--- config.mk ---
export PLATFORM = sky130hd
export DESIGN_NAME = game_master_fsm_multi
export DESIGN_NICKNAME = d
export VERILOG_FILES = /design/src/rtl/game_master_fsm_multi.sv
export SDC_FILE = /design/constraint.sdc
export NUM_CORES = 1
export LEC_CHECK = 0
export BUFFER_PORTS_ARGS = -buffer_cell sky130_fd_sc_hd__buf_4
export CAP_MARGIN = 0
export CORE_UTILIZATION = 50
export DETAILED_ROUTE_END_ITERATION = 16
export GPL_TIMING_DRIVEN = 1
export PLACE_DENSITY_LB_ADDON = 0.1
export SETUP_SLACK_MARGIN = 0.05
export SLEW_MARGIN = 20
export SYNTH_ARGS = -nofsm -noshare
export SYNTH_HDL_FRONTEND = slang
export SYNTH_SLANG_ARGS = --single-unit
export TNS_END_PERCENT = 100
--- constraint.sdc ---
create_clock -name clk -period 3.45 [get_ports clk]
set_input_delay 0.69 -clock clk [delete_from_list [all_inputs] [get_ports clk]]
set_output_delay 0.69 -clock clk [all_outputs]
set_load 0.05 [all_outputs]
--- src/rtl/game_master_fsm_multi.sv ---
// Game master for one torpedo against N_TARGETS independent target sprites.
// Handshakes: there are no valid/ready pairs here. Every output is a Moore
// decode of the registered state and registers, so inputs only affect outputs
// one clock later. end_of_game_timer_start is a single-cycle request, and
// end_of_game_timer_running is a level that holds the game-over states.
module game_master_fsm_multi #(
    parameter int N_TARGETS = 2,
    parameter int N_SHOTS   = 3,
    parameter int SHOT_W    = 2,
    parameter int SCORE_W   = 8
) (
    input  logic                 clk,
    input  logic                 reset,
    input  logic                 key,
    output logic [N_TARGETS-1:0] sprite_target_write_xy,
    output logic [N_TARGETS-1:0] sprite_target_write_dxy,
    output logic [N_TARGETS-1:0] sprite_target_enable_update,
    input  logic [N_TARGETS-1:0] sprite_target_within_screen,
    output logic                 sprite_torpedo_write_xy,
    output logic                 sprite_torpedo_write_dxy,
    output logic                 sprite_torpedo_enable_update,
    input  logic                 sprite_torpedo_within_screen,
    input  logic [N_TARGETS-1:0] collision,
    output logic                 end_of_game_timer_start,
    input  logic                 end_of_game_timer_running,
    output logic                 game_won,
    output logic                 game_lost,
    output logic [SCORE_W-1:0]   score,
    output logic [SHOT_W-1:0]    shots_left
);

    typedef enum logic [6:0] {
        START_ROUND     = 7'b0000001,
        WAIT_KEY        = 7'b0000010,
        FLY             = 7'b0000100,
        RELOAD          = 7'b0001000,
        START_END_TIMER = 7'b0010000,
        GAME_WON        = 7'b0100000,
        GAME_LOST       = 7'b1000000
    } state_t;

    localparam logic [N_TARGETS-1:0] ALL_TARGETS = {N_TARGETS{1'b1}};
    localparam logic [SHOT_W-1:0]    FULL_SHOTS  = SHOT_W'(N_SHOTS);

    state_t               state, state_next;
    logic [N_TARGETS-1:0] alive, alive_next;
    logic [SHOT_W-1:0]    shots_next;
    logic [SCORE_W-1:0]   score_next;
    logic                 key_prev;
    logic                 won_flag, won_flag_next;

    logic                 fire;
    logic [N_TARGETS-1:0] hit;
    logic                 target_gone;
    logic [SCORE_W:0]     hit_count;
    logic [SCORE_W:0]     score_sum;
    logic [SCORE_W-1:0]   score_sat;

    // Fire edge, live hits, escaped live targets and the saturating score update
    always_comb begin
        fire        = key & ~key_prev;
        hit         = collision & alive;
        target_gone = |(alive & ~sprite_target_within_screen);
        hit_count   = '0;
        for (int i = 0; i < N_TARGETS; i++) begin
            hit_count = hit_count + {{SCORE_W{1'b0}}, hit[i]};
        end
        score_sum = {1'b0, score} + hit_count;
        score_sat = score_sum[SCORE_W] ? {SCORE_W{1'b1}} : score_sum[SCORE_W-1:0];
    end

    // Registers: state, alive mask, shot budget, score, key history, round result
    always_ff @(posedge clk) begin
        if (reset) begin
            state      <= START_ROUND;
            alive      <= ALL_TARGETS;
            shots_left <= FULL_SHOTS;
            score      <= '0;
            key_prev   <= 1'b0;
            won_flag   <= 1'b0;
        end else begin
            state      <= state_next;
            alive      <= alive_next;
            shots_left <= shots_next;
            score      <= score_next;
            key_prev   <= key;
            won_flag   <= won_flag_next;
        end
    end

    // Next-state, register updates and Moore output decode
    always_comb begin
        state_next                   = state;
        alive_next                   = alive;
        shots_next                   = shots_left;
        score_next                   = score;
        won_flag_next                = won_flag;
        sprite_target_write_xy       = '0;
        sprite_target_write_dxy      = '0;
        sprite_target_enable_update  = '0;
        sprite_torpedo_write_xy      = 1'b0;
        sprite_torpedo_write_dxy     = 1'b0;
        sprite_torpedo_enable_update = 1'b0;
        end_of_game_timer_start      = 1'b0;
        game_won                     = 1'b0;
        game_lost                    = 1'b0;

        case (state)
            START_ROUND: begin
                // Every target is reloaded here, including those killed last round
                sprite_target_write_xy  = ALL_TARGETS;
                sprite_target_write_dxy = ALL_TARGETS;
                sprite_torpedo_write_xy = 1'b1;
                alive_next              = ALL_TARGETS;
                shots_next              = FULL_SHOTS;
                if (!won_flag) begin
                    score_next = '0;
                end
                state_next = WAIT_KEY;
            end
            WAIT_KEY: begin
                sprite_target_enable_update = alive;
                sprite_torpedo_write_dxy    = 1'b1;
                if (target_gone) begin
                    won_flag_next = 1'b0;
                    state_next    = START_END_TIMER;
                end else if (fire) begin
                    shots_next = shots_left - SHOT_W'(1);
                    state_next = FLY;
                end
            end
            FLY: begin
                sprite_target_enable_update  = alive;
                sprite_torpedo_enable_update = 1'b1;
                if (hit != '0) begin
                    alive_next = alive & ~hit;
                    score_next = score_sat;
                    state_next = RELOAD;
                end else if (!sprite_torpedo_within_screen) begin
                    state_next = RELOAD;
                end else if (target_gone) begin
                    won_flag_next = 1'b0;
                    state_next    = START_END_TIMER;
                end
            end
            RELOAD: begin
                sprite_torpedo_write_xy = 1'b1;
                if (alive == '0) begin
                    won_flag_next = 1'b1;
                    state_next    = START_END_TIMER;
                end else if (shots_left == '0) begin
                    won_flag_next = 1'b0;
                    state_next    = START_END_TIMER;
                end else begin
                    state_next = WAIT_KEY;
                end
            end
            START_END_TIMER: begin
                end_of_game_timer_start = 1'b1;
                state_next              = won_flag ? GAME_WON : GAME_LOST;
            end
            GAME_WON: begin
                game_won = 1'b1;
                if (!end_of_game_timer_running) begin
                    state_next = START_ROUND;
                end
            end
            GAME_LOST: begin
                game_lost = 1'b1;
                if (!end_of_game_timer_running) begin
                    state_next = START_ROUND;
                end
            end
            default: begin
                // Corrupted one-hot encoding: restart cleanly
                state_next = START_ROUND;
            end
        endcase
    end

endmodule

# --- Word level (Yosys, flattened, before mapping) ---
# Index checks and enable logic that the tools add are counted.
totals:
  reg_bits: 21
  wordCells: 81
classes:
  n_addsub: 3
  eq_ne: 17
  mux: 33
  bitwise_logic: 7
  n_reduce_logical: 15
op_table:
  columns: ["cell", "n"]
  rows:
  - ["$mux W7", 7]
  - ["$pmux W7 S6", 1]
  - ["$mux W8", 3]
  - ["$pmux W8 S2", 1]
  - ["$ne A2 B2 Y1 const B", 7]
  - ["$mux W1", 11]
  - ["$mux W2", 5]
  - ["$mux W5", 2]
  - ["$add A8 B2 Y9", 1]
  - ["$reduce_and A3 Y1", 3]
  - ["$pmux W2 S2", 2]
  - ["$reduce_or A2 Y1", 4]
  - ["$eq A7 B1 Y1 const B", 1]
  - ["$eq A7 B2 Y1 const B", 1]
  - ["$eq A7 B3 Y1 const B", 1]
  - ["$eq A7 B4 Y1 const B", 1]
  - ["$eq A7 B5 Y1 const B", 1]
  - ["$eq A7 B6 Y1 const B", 1]
  - ["$eq A7 B7 Y1 const B", 1]
  - ["$and A2 B2 Y2", 3]
  - ["$ne A3 B3 Y1 const B", 2]
  - ["$reduce_bool A2 Y1", 3]
  - ["$logic_not A2 Y1", 2]
  - ["$ne A4 B4 Y1 const B", 1]
  - ["other kinds (9)", 10]

# --- Longest topological paths before layout ---
# Gate-level depths: netlist of run 1.
logic_depth:
  depth_word: 7
  depth_mapped: 8
  depth_no_buf: 8

# --- Worst setup path before layout of run 1 ---
# No wires, ideal clock.
synth_timing:
  path_type: "input to register"
  from: "in collision[0]"
  to: "reg score[7]"
  setup_ps: 130
  arrival_ps: 2401
  required_time_ps: 3320
  path_slack_ps: 919
  path_stages: 7
  path_cell_list: "and2_1 > fa_1 > ha_1 > nand3_1 > or4b_2 > a21oi_1 > nor3_2"
synth_between:
  elab_chain_cells: 6
synth_lines:
  columns: ["item", "line", "source"]
  rows:
  - ["start: declaration", "23", "input logic [N_TARGETS-1:0] collision,"]
  - ["$and A2 B2 Y2 *", "62", "hit = collision & alive;"]
  - ["$add A1 B1 Y2", "66", "hit_count = hit_count + {{SCORE_W{1'b0}}, hit[i]};"]
  - ["$add A8 B2 Y9", "68", "score_sum = {1'b0, score} + hit_count;"]
  - ["$mux W8", "69", "score_sat = score_sum[SCORE_W] ? {SCORE_W{1'b1}} : score_sum[SCORE_W-1:0];"]
  - ["$mux W8", "135", "if (hit != '0) begin"]
  - ["$pmux W8 S2", "108", "case (state)"]
  - ["end signal: assignment", "85", "score <= score_next;"]
  - ["end: declaration", "28", "output logic [SCORE_W-1:0] score,"]
# Every way passes the cells marked *; elsewhere a longest branch is shown, timed or not. The select of a mux whose other input is x is not followed.
# A chain may end at the register's enable or synchronous reset.

# --- Final worst setup path of run 1 ---
layout_timing:
  from: "reg state[5]"
  to: "out sprite_torpedo_write_xy"
layout_between:
  elab_chain_cells: 3
layout_lines:
  columns: ["item", "line", "source"]
  rows:
  - ["start: declaration", "45", "state_t state, state_next;"]
  - ["start signal: assignment", "82", "state <= state_next;"]
  - ["$eq A7 B4 Y1 / $eq A7 B1 Y1 (equally long branches)", "108", null]
  - ["$reduce_or A2 Y1 (no source line) *", null, null]
  - ["$mux W1 *", "108", null]
  - ["end: declaration", "19", "output logic sprite_torpedo_write_xy,"]
# Every way passes the cells marked *; elsewhere a longest branch is shown, timed or not.

==> Flow_metrics.wiki, run 1 <==
{| class="wikitable"
! Metric !! Value
|-
| Post-synth ARST share || 0%
|-
| Cell-internal power || 0.000355 W
|-
| Drc violations || 0
|-
| Register bit total from synthesis || 21
|-
| Root Driver || sky130_fd_sc_hd__clkbuf_4
|-
| Clock tree from TritonCTS || built
|-
| Clock sinks || 21
|-
| Post-DR wirelength/cell || 13.2 um
|-
| Highest fanout seen on the critical path || 10
|-
| Leak Pwr || 0.646 nW
|-
| Iteration-0 DRC Markers || 17
|-
| Hold path startpoint || score[1]$_SDFFE_PP0P_
|-
| Post-detailed-route count of antenna-violating nets || 0
|-
| Worst reg-to-reg setup slack || ~1.2 ns
|-
| Clock latency at the later pin of the worst-skew pair || 0.30 ns
|-
| IO Port Bufs || 30
|-
| Number of buffers added by the clock tree synthesis step || 3
|-
| Mean number of vias per cell || ~5.6
|-
| Global placement routability congestion || 0.865
|-
| Critical path launch point type || flop
|-
| Clock transition at the registers of the reported paths || 0.12 ns
|-
| Final net count || 188
|-
| Post-route core utilization || 60.8%
|-
| Number of core rows || 18
|-
| Setup fix buffers added after clock tree synthesis || 0
|-
| Switching share of power || 38.9%
|-
| Antenna diode instance count || 0
|-
| Area contributors post-synth || sky130_fd_sc_hd__dfxtp_1 33%, sky130_fd_sc_hd__nor2_1 5.5%, sky130_fd_sc_hd__a21oi_1 5.1%, sky130_fd_sc_hd__nand2_1 3.2%, sky130_fd_sc_hd__inv_1 2.6%
|-
| Number of buffers between clock root and the deepest sink || 2
|-
| # IOs || 31
|-
| Vias after detailed routing || 1140
|-
| Cell type contributing the most total cell area after synthesis || sky130_fd_sc_hd__dfxtp_1
|-
| Synthesized instance count || 150
|-
| Largest net degree at the start of global routing || 23
|-
| Psw || 0.000226 W
|-
| Netlist Area Pre-Place || 1290 sq um
|-
| Clock period minus final worst setup slack || roughly 2.7 ns
|-
| Number of max-cap violations || 0
|-
| Minimum hold slack || 0.505 ns
|-
| Global-route wire length before repair || 4.31 mm
|-
| Part of the power in combinational logic || 35.0%
|-
| Final WL || 2.71 mm
|-
| Die outline height || 52.7 um
|-
| Starting utilization of the core area || 52.4%
|-
| Share of power burned in the clock network || between 20% and 30%
|-
| Result of the run || finished, final reports clean
|-
| H-tree lvl count || 1
|-
| Type of the most critical hold path || reg -> reg
|-
| GRT overflow || 0
|-
| Synthesized netlist net count || 162
|-
| CTS hold repair buffers || 0
|-
| Final total negative setup slack || 0 ns
|-
| Crit path capture type || output pin
|-
| Mean post-synth cell area || 8.58 sq um
|-
| Worst slew margin relative to its limit || a little over three fifths
|-
| Register share of total power || 44.4%
|-
| Achievable clock frequency || ~380 MHz
|-
| Clock skew || 0.00232 ns
|-
| Register area share after synthesis || 32.7%
|-
| VDD IR max || just over 0.3 mV
|-
| Transition time at the pin with the least slew margin || 0.551 ns
|-
| CTS-repair resized insts || 0
|-
| Area of the die || 2780 sq um
|-
| Floorplan die width || approximately 53 um
|-
| Share of the synthesized area in the top cell type || approximately a third
|-
| Standard cell core area || 2450 sq um
|-
| Area growth syn-to-layout || 15.9%
|-
| Pre-Repair DR Iteration Count || 4
|-
| Top post-synthesis cells by count || 21 x sky130_fd_sc_hd__dfxtp_1, 19 x sky130_fd_sc_hd__nor2_1, 13 x sky130_fd_sc_hd__a21oi_1, 11 x sky130_fd_sc_hd__nand2_1, 9 x sky130_fd_sc_hd__inv_1
|-
| Arrival time at the worst endpoint || 1.96 ns
|-
| Global-route usage over all layers || 21.0%
|-
| Count of flip-flops with a built-in enable after synthesis || 0
|-
| Via count of the first global-routing pass || 955
|-
| Final hold vios || 0
|-
| Share of the clock period used by the worst path after layout || 76.9%
|-
| Final number of max-transition violations || 0
|-
| CP startpoint || state[5]$_SDFFE_PP0P_
|-
| Final setup viols || 0
|-
| CP required || ~2.8 ns
|-
| Antenna violations before repair || 0
|-
| Fraction of final layout cells with drive strength greater than 1 || roughly 28%
|-
| Crit path kind || reg -> out
|-
| Unrepaired setup endpoints after global routing || false
|-
| Filler Cells Inserted || 239
|-
| Power density relative to cell area || 389 nW/um^2
|-
| Most frequent cell after synthesis || sky130_fd_sc_hd__dfxtp_1
|-
| Top FF cell, synth || sky130_fd_sc_hd__dfxtp_1
|-
| YS warnings || 0
|-
| Launch instance of the worst register-to-register path || alive[0]$_SDFFE_PP1P_
|-
| Netlist cell types || 52
|-
| Final HPWL from detailed placement || roughly 2.0 mm
|}
## stage by stage
step | std cells | power, W | instance area [sq um] | worst slack [ns]
4_1_cts | 205 | 0.000584 | 1490 | 0.762
3_3_place_gp | 201 | 0.000464 | 1470 | 0.742
6_report | 205 | 0.000581 | 1490 | 0.798
2_1_floorplan | 150 | 0.000432 | 1290 | 0.919
5_1_grt | 205 | 0.000606 | 1490 | 0.648
3_5_place_dp | 201 | 0.000467 | 1470 | 0.708
## state kept, by name (all words and copies together), names as in the netlist
register and count:
won_flag 1, shots_left 2, state 7, alive 2, key_prev 1, score 8
## area by class of cell
class | instances | area (sq um) | area share, %
Clock buffer | 3 | 22.5 | 1.51
Clock inverter | 1 | 5.00 | 0.335
Inverter | 9 | 33.8 | 2.26
Multi-Input combinational cell | 111 | 748 | 50.1
Sequential cell | 21 | 420 | 28.2
Tap cell | 30 | 37.5 | 2.51
Timing Repair Buffer | 30 | 225 | 15.1
## worst max-delay path, cell delays in order (launching register included)
cell and delay [ns]:
sky130_fd_sc_hd__dfxtp_1 0.39, sky130_fd_sc_hd__nor3_4 0.30, sky130_fd_sc_hd__and4b_1 0.54, sky130_fd_sc_hd__nand2b_1 0.21, sky130_fd_sc_hd__buf_4 0.21
## cell families (layout without fill, tap and decap cells)
logic type / after synthesis / count (layout) / share of synthesized area (%)
AO/OA/AOI/OAI: 36 / 36 / 19.6
buffers and inverters: 18 / 43 / 9.23
AND/OR/NAND/NOR: 69 / 69 / 32.8
multiplexers: 2 / 2 / 1.55
XOR/XNOR: 1 / 1 / 0.680
adder cells (fa/ha/maj): 3 / 3 / 3.50
flip-flops: 21 / 21 / 32.7
## final timing paths
check                       endpoint  cells after the start
max reg2reg    score[7]$_SDFFE_PP0P_                      7
min reg2reg    score[1]$_SDFFE_PP0P_                      2
min            score[1]$_SDFFE_PP0P_                      2
max          sprite_torpedo_write_xy                      4
## power groups by stage
stage | sequential (W) | clock, W | combinational, W
floorplan | 0.000264 | 0 | 0.000168
global placement | 0.000263 | 0 | 0.000201
detailed placement | 0.000263 | 0 | 0.000204
CTS | 0.000258 | 0.000122 | 0.000204
global route | 0.000259 | 0.000129 | 0.000218
finish | 0.000258 | 0.000120 | 0.000203
## layout by cell type (no fill, tap or decap), types with 2 or more instances in the layout
| master | count |
|---|---|
| sky130_fd_sc_hd__buf_4 | 30 |
| sky130_fd_sc_hd__dfxtp_1 | 21 |
| sky130_fd_sc_hd__nor2_1 | 19 |
| sky130_fd_sc_hd__a21oi_1 | 13 |
| sky130_fd_sc_hd__nand2_1 | 11 |
| sky130_fd_sc_hd__inv_1 | 9 |
| sky130_fd_sc_hd__nor3_1 | 5 |
| sky130_fd_sc_hd__o21ai_0 | 5 |
| sky130_fd_sc_hd__nand3b_1 | 3 |
| sky130_fd_sc_hd__nand3_1 | 3 |
| sky130_fd_sc_hd__nor2b_1 | 3 |
| sky130_fd_sc_hd__clkbuf_4 | 3 |
| sky130_fd_sc_hd__nor4b_2 | 2 |
| sky130_fd_sc_hd__and2_1 | 2 |
| sky130_fd_sc_hd__nor3b_1 | 2 |
| sky130_fd_sc_hd__nand2b_1 | 2 |
| sky130_fd_sc_hd__a22oi_1 | 2 |
| sky130_fd_sc_hd__nand4_1 | 2 |
| sky130_fd_sc_hd__o41ai_1 | 2 |
| sky130_fd_sc_hd__a211o_1 | 2 |
| sky130_fd_sc_hd__and2_2 | 2 |
| sky130_fd_sc_hd__o21ai_1 | 2 |
| sky130_fd_sc_hd__mux2i_1 | 2 |
| sky130_fd_sc_hd__ha_1 | 2 |
## metal layers
| metal | vias to the layer above | part of all wire (%) | wire (um) | GRT usage (%) |
|---|---|---|---|---|
| met2 | 32 | 44 | 1180 | 31.2 |
| met3 | 4 | 4.7 | 128 | 3.77 |
| li1 | 580 | - | - | - |
| met1 | 524 | 51 | 1380 | 30.2 |
| met5 | - | 0 | 0 | 0 |
| met4 | 0 | 0.74 | 20 | 6.58 |
(Power assumes the default switching activity.)
==> inputs of run 2 (changes only) <==
CORE_UTILIZATION = 47   (was 50)
clock period = 2.35 ns   (was 3.45 ns; I/O delays follow)
==> run 2 against run 1 <==
Sequential share of layout area is 1.4 points lower. Critical path depth is 3 higher. Non-clock buffer count is 8 higher. Wire length is 7.8% higher. Largest cell class unchanged. Critical endpoint is now score[7]$_SDFFE_PP0P_. Clock power is 47% higher. Setup slack worse by 0.67 ns. Critical path type is now reg -> reg. Final area is 5.1% higher. Highest routed layer unchanged.
==> Flow_metrics.wiki, run 2 (synthesized netlist as in run 1, its figures left out) <==
{| class="wikitable"
! Metric !! Value
|-
| Switching share of power || 38.4% (-0.51 points)
|-
| Commonest cells after routing, fill and taps aside || 38 x sky130_fd_sc_hd__buf_4, 21 x sky130_fd_sc_hd__dfxtp_1, 19 x sky130_fd_sc_hd__nor2_1, 12 x sky130_fd_sc_hd__a21oi_1, 10 x sky130_fd_sc_hd__nand2_1
|-
| Final net count || 196 (+4.3%)
|-
| Die outline height || 54.3 um (+3.0%)
|-
| Crit path capture type || flop
|-
| Floorplan die width || 54.3 um (+3.0%)
|-
| Routed wl met3 || 117 um (-8.6%)
|-
| Final number of max-transition violations || 0 (unchanged)
|-
| Standard cell core area || 2520 sq um (+2.8%)
|-
| Commonest non-fill, non-tap cell in the layout || sky130_fd_sc_hd__buf_4
|-
| Global-route usage over all layers || 21.0% (+0.053 points)
|-
| Largest reg by FF count || score
|-
| Largest net degree at the start of global routing || 23 (unchanged)
|-
| Part of the power in combinational logic || 36.3% (+1.3 points)
|-
| Antenna diode instance count || 0 (unchanged)
|-
| Post-detailed-route count of antenna-violating nets || 0 (unchanged)
|-
| Share of the clock period used by the worst path after layout || 94.7%
|-
| Global placement routability congestion || 0.729 (-16%)
|-
| H-tree lvl count || 1 (unchanged)
|-
| VDD IR max || 0.571 mV (+89%)
|-
| Final setup margin || 0.124 ns (-0.674 ns)
|-
| Area of the die || 2950 sq um (+6.1%)
|-
| Psw || 0.000335 W (+48%)
|-
| Final HPWL from detailed placement || 2.18 mm (+7.0%)
|-
| Antenna violations before repair || 0 (unchanged)
|-
| Total Power || 0.000872 W (+50%)
|-
| Final hold vios || 0 (unchanged)
|-
| Vias after detailed routing || 1197 (+5.0%)
|-
| Crit path kind || reg -> reg
|-
| Final total negative setup slack || 0 ns (unchanged)
|-
| Mean number of vias per cell || 5.62 (+1.1%)
|-
| Worst slew margin relative to its limit || 73.1% (+9.9 points)
|-
| Final setup viols || 0 (unchanged)
|-
| Post-DR wirelength/cell || 13.7 um (+3.8%)
|-
| Worst reg-to-reg setup slack || 0.12 ns (-1.06 ns)
|-
| Number of core rows || 18 (unchanged)
|-
| Clock period minus final worst setup slack || 2.23 ns
|-
| Leak Pwr || 0.683 nW (+5.7%)
|-
| Area growth syn-to-layout || 21.9%
|-
| Share of power burned in the clock network || 20.3% (-0.3 points)
|-
| Iteration-0 DRC Markers || 29 (+12)
|-
| Number of max-cap violations || 0 (unchanged)
|-
| Global-route wire length before repair || 4.52 mm (+5.0%)
|-
| Highest fanout seen on the critical path || 5 (-5)
|-
| Highest metal layer used by the detailed router || met4
|-
| Unrepaired setup endpoints after global routing || false
|-
| # IOs || 31 (unchanged)
|-
| Clock transition at the registers of the reported paths || 0.12 ns (about the same)
|-
| Starting utilization of the core area || 51.0% (-1.4 points)
|-
| Post-route core utilization || 62.2% (+1.4 points)
|-
| Biggest registers after layout || score (8), state (7)
|-
| GRT overflow || 0 (unchanged)
|-
| Root Driver || sky130_fd_sc_hd__clkbuf_4
|-
| Register share of total power || 43.4% (-1.0 points)
|-
| Clock tree from TritonCTS || built
|-
| Clock skew || 0.00176 ns (-0.000560 ns)
|-
| Achievable clock frequency || 449 MHz
|-
| Type of the most critical hold path || in -> reg
|-
| Critical path launch point type || flop
|-
| Max FFs per register || 8 (unchanged)
|-
| Fraction of final layout cells with drive strength greater than 1 || 33.3% (+5.3 points)
|-
| Clock sinks || 21 (unchanged)
|-
| IO Port Bufs || 30 (unchanged)
|-
| Worst slack after detailed placement || -0.114 ns (-0.821 ns)
|-
| Met2 wire length || 1.34 mm (+13%)
|-
| Arrival time at the worst endpoint || 2.42 ns (+0.46 ns)
|-
| Final WL || 2.92 mm (+7.8%)
|-
| Transition time at the pin with the least slew margin || 0.404 ns (-0.148 ns)
|-
| Post-Route M1 WL || 1.45 mm (+5.2%)
|-
| Via count of the first global-routing pass || 1051 (+10%)
|-
| Clock latency at the later pin of the worst-skew pair || 0.30 ns (about the same)
|-
| CP required || 2.55 ns (-0.21 ns)
|-
| Power density relative to cell area || 556 nW/um^2 (+43%)
|-
| Drc violations || 0 (unchanged)
|-
| Result of the run || finished, final reports clean
|-
| Cell-internal power || 0.000537 W (+51%)
|-
| Pre-Repair DR Iteration Count || 4 (unchanged)
|-
| Number of buffers between clock root and the deepest sink || 2 (unchanged)
|-
| Number of buffers added by the clock tree synthesis step || 3 (unchanged)
|}
==> run 2: critical path: stages (launching register included) <==
cell and delay [ns]:
sky130_fd_sc_hd__dfxtp_1 0.37, sky130_fd_sc_hd__and2_1 0.17, sky130_fd_sc_hd__fa_1 0.42, sky130_fd_sc_hd__ha_1 0.23, sky130_fd_sc_hd__nand3_2 0.09, sky130_fd_sc_hd__or4b_2 0.60, sky130_fd_sc_hd__a21oi_2 0.19, sky130_fd_sc_hd__nor3_2 0.06
==> run 2: what timing repair did <==
action / 4_1_cts / 5_1_grt
pin swaps: 0 / 2
hold buffers: 0 / 0
setup endpoints to repair: 4 / 7
setup buffers: 0 / 2
gates resized for setup: 1 / 1
==> run 2: worst paths after layout <==
check / to / from / cells past startpoint
hold / removal: key_prev$_SDFF_PP0_ / key / 2
hold reg to reg: score[1]$_SDFFE_PP0P_ / score[1]$_SDFFE_PP0P_ / 2
setup / recovery: score[7]$_SDFFE_PP0P_ / alive[0]$_SDFFE_PP1P_ / 7
setup reg to reg: score[7]$_SDFFE_PP0P_ / alive[0]$_SDFFE_PP1P_ / 7
==> run 2: area by class of cell <==
type / count / area, sq um
fillers: 233 / 953
clock buffers: 4 / 26.3
flip-flops and latches: 21 / 420
repair buffers: 38 / 285
multi-input cells: 111 / 766
inverters: 9 / 33.8
well taps: 30 / 37.5
==> run 2: stage by stage <==
stage	instance area, sq um	cells	hold slack, ns
after global placement	1520	207	0.482
final	1570	213	0.386
after floorplan	1300	150	0.497
after CTS	1550	211	0.382
after detailed placement	1520	207	0.490
after global routing	1570	213	0.381
==> run 2: power groups by stage <==
stage | clock (W) | combinational (W) | sequential (W)
after detailed placement | 0 | 0.000312 | 0.000386
after floorplan | 0 | 0.000249 | 0.000388
after global placement | 0 | 0.000308 | 0.000385
final | 0.000177 | 0.000317 | 0.000378
after global routing | 0.000193 | 0.000338 | 0.000380
after CTS | 0.000186 | 0.000314 | 0.000378
==> run 2: metal layers <==
| metal | up-vias | global-route usage (%) |
|---|---|---|
| met4 | 0 | 8.12 |
| met3 | 2 | 2.50 |
| met1 | 564 | 27.9 |
| met5 | - | 0 |
| li1 | 602 | - |
| met2 | 29 | 34.3 |
